===== src/rtl/alarm_ctrl.sv =====
// Alarm ring-session sequencer on the 1 Hz clock: turns the minute-long time
// match into one ring session with stop, limited snooze, auto-timeout and day mask.
module alarm_ctrl #(
  parameter int unsigned SNOOZE_MIN = 9,
  parameter int unsigned RING_SEC   = 60,
  parameter int unsigned MAX_SNOOZE = 3,
  parameter logic [6:0]  DAY_MASK   = 7'b0011111
) (
  input  logic       clk,
  input  logic       rst,
  input  logic       alarm_match,
  input  logic       alarm_on,
  input  logic       min_tick,
  input  logic [2:0] day,
  input  logic       snooze_btn,
  input  logic       stop_btn,
  output logic       buzz,
  output logic [1:0] state,
  output logic [5:0] snooze_left,
  output logic [2:0] snooze_cnt
);

  localparam int unsigned RING_W = 8;
  localparam int unsigned LEFT_W = 6;
  localparam int unsigned CNT_W  = 3;

  // Day 7 does not exist; the extra zero bit masks it.
  localparam logic [7:0] DAY_MASK_EXT = {1'b0, DAY_MASK};

  typedef enum logic [1:0] {
    ST_IDLE   = 2'd0,
    ST_RING   = 2'd1,
    ST_SNOOZE = 2'd2,
    ST_DONE   = 2'd3
  } state_t;

  state_t              r_state;
  state_t              w_state_nxt;
  logic [RING_W-1:0]   r_ring_cnt;
  logic [RING_W-1:0]   w_ring_cnt_nxt;
  logic [LEFT_W-1:0]   r_snooze_left;
  logic [LEFT_W-1:0]   w_snooze_left_nxt;
  logic [CNT_W-1:0]    r_snooze_cnt;
  logic [CNT_W-1:0]    w_snooze_cnt_nxt;
  logic                r_buzz;
  logic                w_day_ok;

  assign w_day_ok = DAY_MASK_EXT[day];

  // State and counter registers
  always_ff @(posedge clk or negedge rst) begin
    if (!rst) begin
      r_state       <= ST_IDLE;
      r_ring_cnt    <= '0;
      r_snooze_left <= '0;
      r_snooze_cnt  <= '0;
      r_buzz        <= 1'b0;
    end else begin
      r_state       <= w_state_nxt;
      r_ring_cnt    <= w_ring_cnt_nxt;
      r_snooze_left <= w_snooze_left_nxt;
      r_snooze_cnt  <= w_snooze_cnt_nxt;
      r_buzz        <= (w_state_nxt == ST_RING);
    end
  end

  // Next-state and counter update
  always_comb begin
    w_state_nxt       = r_state;
    w_ring_cnt_nxt    = r_ring_cnt;
    w_snooze_left_nxt = r_snooze_left;
    w_snooze_cnt_nxt  = r_snooze_cnt;

    case (r_state)
      ST_IDLE: begin
        if (alarm_match && alarm_on && w_day_ok) begin
          w_state_nxt      = ST_RING;
          w_ring_cnt_nxt   = '0;
          w_snooze_cnt_nxt = '0;
        end
      end

      ST_RING: begin
        if (stop_btn || !alarm_on) begin
          w_state_nxt = ST_DONE;
        end else if (snooze_btn) begin
          // Snooze past the session limit acts as a dismiss.
          if (r_snooze_cnt < CNT_W'(MAX_SNOOZE)) begin
            w_state_nxt       = ST_SNOOZE;
            w_snooze_left_nxt = LEFT_W'(SNOOZE_MIN);
            w_snooze_cnt_nxt  = r_snooze_cnt + CNT_W'(1);
          end else begin
            w_state_nxt = ST_DONE;
          end
        end else if (r_ring_cnt == RING_W'(RING_SEC - 1)) begin
          w_state_nxt = ST_DONE;
        end else begin
          w_ring_cnt_nxt = r_ring_cnt + RING_W'(1);
        end
      end

      ST_SNOOZE: begin
        if (stop_btn || !alarm_on) begin
          w_state_nxt = ST_DONE;
        end else if (min_tick) begin
          // Expiry rings regardless of day or match.
          if (r_snooze_left == LEFT_W'(1)) begin
            w_state_nxt       = ST_RING;
            w_ring_cnt_nxt    = '0;
            w_snooze_left_nxt = '0;
          end else if (r_snooze_left > LEFT_W'(1)) begin
            w_snooze_left_nxt = r_snooze_left - LEFT_W'(1);
          end
        end
      end

      ST_DONE: begin
        if (!alarm_match) begin
          w_state_nxt = ST_IDLE;
        end
      end

      default: begin
        w_state_nxt = ST_IDLE;
      end
    endcase
  end

  assign buzz        = r_buzz;
  assign state       = r_state;
  assign snooze_left = r_snooze_left;
  assign snooze_cnt  = r_snooze_cnt;

endmodule


===== config.mk =====
export PLATFORM = sky130hd
export DESIGN_NAME = alarm_ctrl
export DESIGN_NICKNAME = d
export VERILOG_FILES = /design/src/rtl/alarm_ctrl.sv
export SDC_FILE = /design/constraint.sdc
export NUM_CORES = 1
export LEC_CHECK = 0
export BUFFER_PORTS_ARGS = -buffer_cell sky130_fd_sc_hd__buf_2
export CAP_MARGIN = 40
export CORE_MARGIN = 1.5
export CORE_UTILIZATION = 55
export DETAILED_ROUTE_END_ITERATION = 8
export GPL_ROUTABILITY_DRIVEN = 0
export GPL_TIMING_DRIVEN = 1
export PLACE_DENSITY = 0.78
export SYNTH_ARGS = -nofsm -noshare
export SYNTH_HDL_FRONTEND = slang
export SYNTH_SLANG_ARGS = --single-unit
export TNS_END_PERCENT = 1

===== constraint.sdc =====
create_clock -name clk -period 2.85 [get_ports clk]
set_input_delay 0 -clock clk [delete_from_list [all_inputs] [get_ports clk]]
set_output_delay 0 -clock clk [all_outputs]
set_load 0.005 [all_outputs]

=== Word level (Yosys, flattened, before mapping) ===
Memory sizes are Yosys's and may differ from the RTL's.
Index checks and enable logic that the tools add are counted.

* Bits in latches: 0
* Output and inout port bits: 12
* Input port bits: 10
* Bits in registers: 20
* Memory bits (writable): 0
* Memories: 1
* Memory bits (read-only): 8

* Multiply operators: 0
* Multiplexer cells: 32
* Equality and inequality tests: 16
* Magnitude comparators: 3
* Shift-type cells: 0
* Add/subtract/negate cells: 3
* Bitwise logic cells: 0
* Divide/modulo/power cells: 0
* Reduce and logical (&&, ||, !) cells: 11

{| class="wikitable"
|+ Memories
! name !! words !! bits a word !! read ports !! clocked after memory_dff !! wr ports !! RTL line !! text
|-
| (no name shown) || 8 || 1 || 1 || 0 || 0 || 48 || <nowiki>assign w_day_ok = DAY_MASK_EXT[day];</nowiki>
|}

{| class="wikitable"
|+ Operator list
! kind !! count
|-
| $mux W8 || 7
|-
| $mux W6 || 7
|-
| $pmux W8 S3 || 1
|-
| $ne A2 B2 Y1 const B || 9
|-
| $mux W2 || 8
|-
| $mux W3 || 4
|-
| $pmux W6 S2 || 1
|-
| $add A8 B1 Y8 const B || 1
|-
| $eq A8 B6 Y1 const B || 1
|-
| $pmux W2 S4 || 1
|-
| $reduce_and A8 Y1 || 1
|-
| $reduce_and A7 Y1 || 1
|-
| $eq A6 B1 Y1 const B || 1
|-
| $gt A6 B1 Y1 const B || 1
|-
| $pmux W3 S2 || 1
|-
| $sub A6 B1 Y6 const B || 1
|-
| $reduce_and A5 Y1 || 1
|-
| $eq A2 B1 Y1 const B || 2
|-
| $eq A2 B2 Y1 const B || 2
|-
| $lt A3 B4 Y1 const B || 1
|-
| $reduce_bool A2 Y1 || 2
|-
| $add A3 B1 Y3 const B || 1
|-
| $lt A3 B2 Y1 const B || 1
|-
| $ne A3 B3 Y1 const B || 1
|-
| other kinds (6) || 8
|}

=== Logic depth before layout (Yosys ltp) ===
* Depth after elaboration: 6
* Mapped depth: 8
* Mapped depth without buffers: 7

=== Least setup slack after synthesis ===
No wires, ideal clock.

* Path kind: reg-to-reg
* From: register r_ring_cnt[0]
* To: register r_ring_cnt[3]
* Arrival: 1.932 ns
* Buffers on the path: 1
* Slack: 0.791 ns
* Cell stages (with the launch flop): 8
* Period minus slack after synthesis: 2.059 ns
* Path through: dfrtp_1 ha_1 nor4b_1 a2111oi_1 clkbuf_1 a21oi_1 o21ai_1 o31ai_2

* Cells in the longest elaborated chain, start to end: 5
* Elaborated cells between the ends (all ways): 8

{| class="wikitable"
|+ RTL lines
! element !! RTL line !! text
|-
| start: declaration || 39 || <nowiki>logic [RING_W-1:0] r_ring_cnt;</nowiki>
|-
| start signal: assignment || 60 || <nowiki>r_ring_cnt <= w_ring_cnt_nxt;</nowiki>
|-
| $add A8 B1 Y8 || 98 || <nowiki>w_ring_cnt_nxt = r_ring_cnt + RING_W'(1);</nowiki>
|-
| $mux W8 || 95 || <nowiki>end else if (r_ring_cnt == RING_W'(RING_SEC - 1)) begin</nowiki>
|-
| $mux W8 || 86 || <nowiki>end else if (snooze_btn) begin</nowiki>
|-
| $mux W8 || 84 || <nowiki>if (stop_btn || !alarm_on) begin</nowiki>
|-
| $pmux W8 S3 || 74 || <nowiki>case (r_state)</nowiki>
|}

Parallel ways exist; a longest one is shown, timed or not. The select of a mux whose other input is x is not followed.
A chain may end at the register's enable or synchronous reset.

==> results.sh <==
export IMPL_ys_warn_count=0
export IMPL_synth_top_area_share_pct=39.0
export IMPL_crit_fanout=10
export IMPL_gr_total_overflow=0
export IMPL_fmax_ghz=0.419
export IMPL_clk_pin_slew_ns=0.12
export IMPL_drive_above_1_share_pct=23.1
export IMPL_numClockSinks=20
export IMPL_wirelength_microns=2930
export IMPL_top_layer="met4"
export IMPL_setup_viol_count_final=0
export IMPL_drt_iter0_markers=39
export IMPL_worstSetupPathType="reg -> reg"
export IMPL_final_util_pct=66.2
export IMPL_routed_via_density=6.26
export IMPL_row_count=17
export IMPL_synthDistinctLibCells=43
export IMPL_power_density_mw_per_mm2=864
export IMPL_met1_length_microns=1290
export IMPL_synth_largest_area_cell="dfrtp_1"
export IMPL_ys_seq_area_share_pct=39.0
export IMPL_wl_per_cell_microns=15.6
export IMPL_synth_seq_cells=20
export IMPL_synth_ff_type="dfrtp_1"
export IMPL_syn_area_sq_mm=0.00128
export IMPL_die_area_sq_mm=0.00263
export IMPL_ff2ff_path_depth=5
export IMPL_drv_slew=0
export IMPL_crit_arrival_ns=2.56
export IMPL_critPathLaunchType="flip-flop"
export IMPL_finClkSkew_ns=0.00149
export IMPL_power_leakage_nw=0.665
export IMPL_h_tree_depth=1
export IMPL_worst_hold_path_type="in -> reg"
export IMPL_slew_headroom_pct=55.4
export IMPL_dpl_cell_count=182
export IMPL_core_sq_mm=0.00221
export IMPL_rr_endpoint="r_ring_cnt[7]"
export IMPL_n_antenna_cell=0
export IMPL_cts_tree="built"
export IMPL_drtAntennaViolNets=0
export IMPL_outcome="completed"
export IMPL_wl_met3_microns=131
export IMPL_drv_cap=0
export IMPL_drc_errors=0
export IMPL_reg2reg_from="snooze_cnt[2]"
export IMPL_grt_max_degree=21
export IMPL_finish_net_count=175
export IMPL_hpwlAfterDp_microns=2150
export IMPL_cts_max_path_buffers=2
export IMPL_drtPass1Iterations=4
export IMPL_syn_inst=136
export IMPL_rsz0062_at_grt="false"
export IMPL_endpoint="r_ring_cnt[7]"
export IMPL_layout_commonest_cell="buf_2"
export IMPL_initial_core_util_pct=58.0
export IMPL_grt_util_all_layers_pct=24.8
export IMPL_reg2reg_slack_ns=0.46
export IMPL_layout_common_cells="buf_2 (21), dfrtp_1 (20), o21ai_0 (17), a21oi_1 (10)"
export IMPL_port_buffers=21
export IMPL_crit_required_ns=3.02
export IMPL_grt_antenna_before_repair=0
export IMPL_hold_viol=0
export IMPL_fin_setup_tns_ns=0
export IMPL_ir_drop_uv=464
export IMPL_area_growth_pct=14.1
export IMPL_numCtsBuffers=3
export IMPL_route_vias_total=1177
export IMPL_first_global_vias=1178
export IMPL_grt_pass1_wl_microns=4970
export IMPL_wl_met2_microns=1490
export IMPL_die_h_microns=51.3
export IMPL_p_total_mw=1.27
export IMPL_critPathLaunch="snooze_cnt[2]"
export IMPL_min_path_cells=3
export IMPL_synth_nets=150
export IMPL_clockRootBuffer="clkbuf_4"
export IMPL_ios=22
export IMPL_async_flop_share_pct=100
export IMPL_min_period_ns=2.39
export IMPL_syn_area_per_cell_sq_um=9.43
export IMPL_clk_latency_ns=0.29
export IMPL_yosys_top_cells_area="dfrtp_1 (39%), o21ai_0 (6.6%), o31ai_2 (5.9%)"
export IMPL_synth_edf_count=0
export IMPL_tightest_slew_ns=0.668
export IMPL_endpoint_kind="flip-flop"
export IMPL_fp_dieW_microns=51.3
export IMPL_finalNonFillerCells=188
export IMPL_holdWs_ns=0.0744
export IMPL_period_share_pct=83.7
## Yosys cell counts, drive strengths merged, types with 2 or more instances
library cell and count:
o32ai 2, o31ai 7, nand3 2, a21o 2, clkbuf 3, nand2 8
o21ai 25, nor4 5, nor2b 3, o2bb2ai 2, a21oi 10, and3 7
ha 4, or2 3, inv 7, nor2 3, nand2b 4, dfrtp 20
## state kept, by name, indices dropped and copies added, names as in the netlist
register and cells:
state 2, snooze_cnt 3, snooze_left 6, buzz 1, r_ring_cnt 8
## cell type report
cell class	instances	area [sq um]
Clock buffer	4	36.3
Fill cell	185	748
Inverter	7	26.3
Multi-Input combinational cell	105	733
Sequential cell	20	500
Tap cell	28	35.0
Timing Repair Buffer	24	133
## per-stage QoR
| step | worst slack, ns | instance area (sq um) |
|---|---|---|
| 4_1_cts | 0.478 | 1460 |
| 2_1_floorplan | 0.791 | 1280 |
| 3_5_place_dp | 0.479 | 1410 |
| 5_1_grt | 0.311 | 1460 |
| 6_report | 0.463 | 1460 |
| 3_3_place_gp | 0.616 | 1410 |
## metal layers
metal | GRT usage, % | up-vias
li1 | - | 570
met1 | 31.7 | 566
met2 | 44.8 | 39
met3 | 2.63 | 2
met4 | 6.14 | 0
met5 | 0 | -
## what timing repair did
action / CTS / global route
hold buffers: 2 / 0
hold endpoints to repair: 21 / 0
setup buffers: 0 / 0
resized for setup: 0 / 0
## power breakdown
part / switching [mW] / internal, mW
sequential: 0.114 / 0.362
clock: 0.0872 / 0.0777
combinational: 0.378 / 0.247
## worst max-delay path, cell delays in order, from the launching register on
cell and delay [ns]:
dfrtp_1 0.42, nor4bb_1 0.37, a32oi_1 0.21, o32ai_2 0.62, or2_0 0.52, o31ai_2 0.12
## worst min path at each step
stage              from             end  slack, ns
2_1_floorplan       rst            buzz      -0.30
4_1_cts        alarm_on        state[0]       0.06
3_3_place_gp        rst  snooze_left[3]      -0.03
5_1_grt        alarm_on        state[0]       0.10
3_5_place_dp        rst  snooze_left[2]      -0.03
6_report       alarm_on        state[0]       0.07
## kinds of logic (layout without fill, tap and decap cells)
logic type	Yosys count	after routing	synth area share (%)
mux	1	1	0.781
simple gates	43	43	22.0
flops	20	20	39.0
buf+inv	11	35	3.80
compound gates	57	57	30.4
fa+ha+maj	4	4	3.90
No activity file was read; power rests on OpenSTA's default activity.
